### src/rtl/fifo_wr_arb.sv
// ---------------------------------------------------------------------------
// fifo_wr_arb
// Two-requester write arbiter in front of an asymmetric FIFO. Each grant lets
// one requester push up to BURST write words (2*DATA_WIDTH bits each). Ties
// are broken against whoever was served last, so the two ports alternate.
//
// Ports
//   clk     : sole clock, rising edge
//   reset   : synchronous, active-high
//   req0/1  : requester n has a word waiting on datan
//   data0/1 : requester write words (2*DATA_WIDTH)
//   full    : FIFO full flag
//   wr      : FIFO write strobe
//   w_data  : FIFO write word (zero when idle)
//   ack0/1  : word on datan accepted this cycle
//   gnt     : registered one-hot grant (2'b01 port 0, 2'b10 port 1, 2'b00 idle)
// ---------------------------------------------------------------------------
module fifo_wr_arb #(
   parameter int DATA_WIDTH = 8,
   parameter int BURST      = 4
) (
   input  logic                    clk,
   input  logic                    reset,
   input  logic                    req0,
   input  logic [2*DATA_WIDTH-1:0] data0,
   input  logic                    req1,
   input  logic [2*DATA_WIDTH-1:0] data1,
   input  logic                    full,
   output logic                    wr,
   output logic [2*DATA_WIDTH-1:0] w_data,
   output logic                    ack0,
   output logic                    ack1,
   output logic [1:0]              gnt
);

   typedef enum logic [1:0] {
      IDLE = 2'd0,
      OWN0 = 2'd1,
      OWN1 = 2'd2
   } state_t;

   localparam logic [3:0] LAST_CNT = 4'(BURST - 1);

   state_t     r_state;
   logic [3:0] r_cnt;
   logic       r_last;
   logic [1:0] r_gnt;

   logic       w_ownReq;
   logic       w_otherReq;
   logic       w_grantEnd;

   // Pick out the request belonging to the current owner and the one from the
   // competing port, and steer the owner's data onto the FIFO bus. When idle
   // nothing is owned, so the bus is driven to zero.
   always_comb begin
      w_ownReq   = 1'b0;
      w_otherReq = 1'b0;
      w_data     = '0;
      case (r_state)
         OWN0: begin
            w_ownReq   = req0;
            w_otherReq = req1;
            w_data     = data0;
         end
         OWN1: begin
            w_ownReq   = req1;
            w_otherReq = req0;
            w_data     = data1;
         end
         default: begin
            w_ownReq   = 1'b0;
            w_otherReq = 1'b0;
            w_data     = '0;
         end
      endcase
   end

   // A write happens only while someone owns the bus, still has a word and the
   // FIFO has room. The ack goes to the owner in the same cycle. The grant
   // ends when the owner lets go or its final burst word is written; a drop
   // of req always wins over the burst limit since no word moves that cycle.
   assign wr         = w_ownReq & ~full;
   assign ack0       = (r_state == OWN0) & wr;
   assign ack1       = (r_state == OWN1) & wr;
   assign w_grantEnd = ~w_ownReq | (wr & (r_cnt == LAST_CNT));
   assign gnt        = r_gnt;

   // Arbitration state machine with burst counter and last-served tracking.
   // Reset marks port 1 as last served so port 0 wins the first tie. While
   // full stalls an owner that still requests, state and counter simply hold.
   // At grant end the other port gets the bus directly if it is waiting,
   // otherwise the same owner restarts a fresh burst, otherwise go idle.
   always_ff @(posedge clk) begin
      if (reset) begin
         r_state <= IDLE;
         r_cnt   <= 4'd0;
         r_last  <= 1'b1;
         r_gnt   <= 2'b00;
      end else begin
         case (r_state)
            IDLE: begin
               r_cnt <= 4'd0;
               if (req0 & (~req1 | r_last)) begin
                  r_state <= OWN0;
                  r_gnt   <= 2'b01;
               end else if (req1) begin
                  r_state <= OWN1;
                  r_gnt   <= 2'b10;
               end
            end
            OWN0, OWN1: begin
               if (w_grantEnd) begin
                  r_last <= (r_state == OWN1);
                  r_cnt  <= 4'd0;
                  if (w_otherReq) begin
                     r_state <= (r_state == OWN0) ? OWN1 : OWN0;
                     r_gnt   <= (r_state == OWN0) ? 2'b10 : 2'b01;
                  end else if (!w_ownReq) begin
                     r_state <= IDLE;
                     r_gnt   <= 2'b00;
                  end
               end else if (wr) begin
                  r_cnt <= r_cnt + 4'd1;
               end
            end
            default: begin
               r_state <= IDLE;
               r_cnt   <= 4'd0;
               r_gnt   <= 2'b00;
            end
         endcase
      end
   end

endmodule

### config.mk
export PLATFORM = sky130hd
export DESIGN_NAME = fifo_wr_arb
export DESIGN_NICKNAME = d
export VERILOG_FILES = /design/src/rtl/fifo_wr_arb.sv
export SDC_FILE = /design/constraint.sdc
export NUM_CORES = 1
export LEC_CHECK = 0
export BUFFER_PORTS_ARGS = -buffer_cell sky130_fd_sc_hd__buf_2
export CAP_MARGIN = 20
export CORE_UTILIZATION = 41
export CTS_CLUSTER_SIZE = 20
export DETAILED_ROUTE_END_ITERATION = 12
export PLACE_DENSITY = 0.81
export SLEW_MARGIN = 25
export SYNTH_ARGS = -nofsm -noshare
export SYNTH_HDL_FRONTEND = slang
export SYNTH_SLANG_ARGS = --single-unit
### constraint.sdc
create_clock -name clk -period 2.87 [get_ports clk]
set_input_delay 0.287 -clock clk [delete_from_list [all_inputs] [get_ports clk]]
set_output_delay 0.287 -clock clk [all_outputs]
set_load 0.02 [all_outputs]
Word-level counts from Yosys, hierarchy flattened
Index checks and enable logic that the tools add are counted.
{"block": "totals", "word_cells": 36, "out_inout_bits": 21, "romBits": 0, "inputBits": 37, "latch_bits": 0, "n_memories": 0, "reg_bits": 7, "ram_bits": 0}
{"block": "op_classes", "n_shift": 0, "n_eq_ne": 6, "n_lt_le_gt_ge": 0, "n_addsub": 1, "n_bitwise": 11, "n_reduce_logical": 5, "mux": 10, "div": 0, "mul": 0}
{"cell": "16-bit case mux with 2 select lines", "n": 1}
{"cell": "2-bit 2-to-1 mux", "n": 6}
{"cell": "3-bit != test (second input constant)", "n": 2}
{"cell": "1-bit bitwise AND", "n": 5}
{"cell": "4-bit by 1-bit adder with 4-bit output (second input constant)", "n": 1}
{"cell": "4-bit by 2-bit equality test with 1-bit output (second input constant)", "n": 1}
{"cell": "1-bit inverter", "n": 4}
{"cell": "1-bit case mux with 2 select lines", "n": 2}
{"cell": "2-bit case mux with 2 select lines", "n": 1}
{"cell": "3-bit AND reduction", "n": 1}
{"cell": "3-bit OR reduction", "n": 1}
{"cell": "2-bit by 1-bit equality test with 1-bit output (second input constant)", "n": 1}
{"cell": "2-bit equality test (second input constant)", "n": 1}
{"cell": "2-bit logical NOT", "n": 1}
{"cell": "2-bit != test (second input constant)", "n": 1}
{"cell": "1-bit OR", "n": 2}
{"cell": "2-bit AND reduction", "n": 1}
{"cell": "2-bit OR reduction", "n": 1}

Depth between registers and ports, before layout
{"block": "depth", "word_depth": 7, "mapped_depth": 7, "ltp_nobuf": 6}

Worst setup path before layout
Ideal clock, no wire load.
{"block": "synth_timing", "kind": "register to output", "from": "register gnt[0] (netlist name)", "to": "output port ack0", "n_path_buf": 1, "setup_slack_ps": 655, "t_required_ps": 2583, "path_stages_with_launch": 7, "arrival_ps": 1928, "cell_sequence": "dfxtp_1 inv_1 ha_1 clkbuf_2 inv_2 nor3_2 and2_1"}
{"element": "end: declaration", "line_no": "31", "text": "output logic ack0,"}

==> metrics.txt <==
initial antenna violation count 0; Synth Flop Type dfxtp_1; Required @ worst endpoint 2580 ps; routed vias 891; DRT iter0 DRCs 23; fin. max-slew vios 0; Hold Path Class input pin to flop; Pre-antenna DRT Iters 8; grt total ovfl 0; post-synthesis cell area 719 µm²; vias in the first global route 761; Clock transition at path regs 50 ps; Num CTS Buffers 3; number of port buffers 57; post-synthesis sequential area ratio 19.5%; Power Density 510 mW/mm²; Die W 43.9 µm; R2R depth 7; DIE AREA 0.00193 mm²; top cells by area, synth dfxtp_1 (19%), a22oi_1 (19%), nor2_1 (9.4%), ha_1 (8.7%), a311o_1 (2.8%); R2R setup slack 860 ps; Post-synth EDFFs 0; gpl congestion 0.815; Syn Area/Cell 7.82 µm²; CP max FO 18; # diodes 0; fin crit share 82.1%; net count after synthesis 134; share of the synthesized area in the top cell type 19.5%; IR drop worst, VDD 0.338 mV; RSZ-0062 raised after global routing false; Worst R2R End gnt[0]$_SDFFE_PP0P_; WL/cell 12.2 µm; vias per inst 5.43; Worst setup EP type output port; MaxCap Viol Count 0; Slew @ Worst Pin 390 ps; final WL 2000 µm; power after layout 530 µW; post-synthesis async set-or-reset flop share 0%; Tot GR Track Use 19.8%; post-detail-place hpwl 1600 µm; Clk Latency, worst-skew pair 250 ps; Site Rows 14; IO Pins 58; Yosys cell types 33; fin nets 191; largest area contributor in the netlist dfxtp_1; number of setup buffers added after CTS 0; CTS root buf clkbuf_4; fraction of layout instances using a drive strength above 1 46.6%; Residual DRC 6; Max Root-Sink Buffers 2; failing checks DRC; hold_sp reset; post-CTS sizing 0; hold path cells 2; clock sinks 7; remaining antenna violation count 0; Starting Density 45.6%; largest net degree at the start of global routing 19; Hold EP r_cnt[3]$_SDFFE_PP0P_; reg2reg start gnt[1]$_SDFFE_PP0P_; number of synthesized register bits 7; CP Launch Type flop; most instantiated cells after synthesis a22oi_1 (18), nor2_1 (18), dfxtp_1 (7); setup TNS 0 ps; first-pass GRT wire length 2900 µm; Mapped Cells 92; status finished with violations; # H-tree levels 1; Max Clock Skew 3.03 ps; Max transition margin 74.0%; Setup-failing EPs final 0; Synth warnings 0; Leak 0.515 nW; fmax 425 MHz; Fin. Hold Viols 0; data arrival time of the critical path 2070 ps; CTS tree done; core footprint 0.00158 mm²; Tmin final 2360 ps; Area growth, synth to finish 44.3%; CP Class flop to output port; cts hold-fix bufs 0; die height 43.9 µm
layout make-up:
class                   count  area (µm²)
multi-input cells          75         539
fillers                   139         538
repair buffers             59         300
flip-flops and latches      7         140
clock buffers               3        22.5
well taps                  16        20.0
inverters                   3        11.3
clock inverters             1        5.00
critical path, cell delays in order (launching register included):
cell     delay [ps]
dfxtp_1         360
inv_1           100
ha_1            440
inv_2           190
nor3_2          380
and2_1          180
buf_2           160
cell usage in the layout, fill, tap and decap left out, types with 3 or more instances in the layout:
master,count
dfxtp_1,7
and2_1,3
nor2_1,18
a22oi_1,18
ha_1,5
buf_2,57
clkbuf_4,3
nand2b_1,3
nor3_1,4
through the flow:
step / std cells / area (µm²) / setup slack, ps / hold slack [ps] / utilization, %
after floorplan: 92 / 719 / 655 / 513 / -
after global placement: 160 / 1010 / 855 / 518 / 64.1
after detailed placement: 160 / 1010 / 793 / 530 / 64.1
after CTS: 164 / 1040 / 500 / 318 / 65.9
after global routing: 164 / 1040 / 345 / 328 / 65.9
final: 164 / 1040 / 515 / 332 / 65.9
sequential cells by signal, indices dropped and copies added, names as in the netlist:
signal  flops
gnt         2
r_last      1
r_cnt       4
how the worst max path moves through the flow:
| stage | from | slack [ps] | to |
|---|---|---|---|
| floorplan | gnt[0]$_SDFFE_PP0P_ | 660 | ack0 |
| global placement | gnt[0]$_SDFFE_PP0P_ | 860 | ack1 |
| detailed placement | gnt[0]$_SDFFE_PP0P_ | 790 | ack1 |
| CTS | gnt[1]$_SDFFE_PP0P_ | 500 | ack1 |
| global route | gnt[0]$_SDFFE_PP0P_ | 350 | ack0 |
| finish | gnt[0]$_SDFFE_PP0P_ | 510 | ack1 |
kinds of logic after synthesis:
family	count (synthesis)	synth area share (%)
AO/OA/AOI/OAI	26	30.1
XOR/XNOR	3	3.65
adder cells (fa/ha/maj)	5	8.70
buffers and inverters	10	5.56
flip-flops	7	19.5
multiplexers	3	4.35
AND/OR/NAND/NOR	38	28.2
power by group:
part,internal (mW),switching (mW),total (mW)
registers,0.108,0.00934,0.118
logic,0.127,0.198,0.325
clock network,0.0509,0.0368,0.0876
metal layers:
layer,vias up,wire length [µm],global-route usage [%]
met5,-,0,0
met4,0,24,9.70
met3,2,156,2.50
met2,36,1040,37.9
met1,401,779,20.8
li1,452,-,-
No activity file was read; power rests on OpenSTA's default activity.
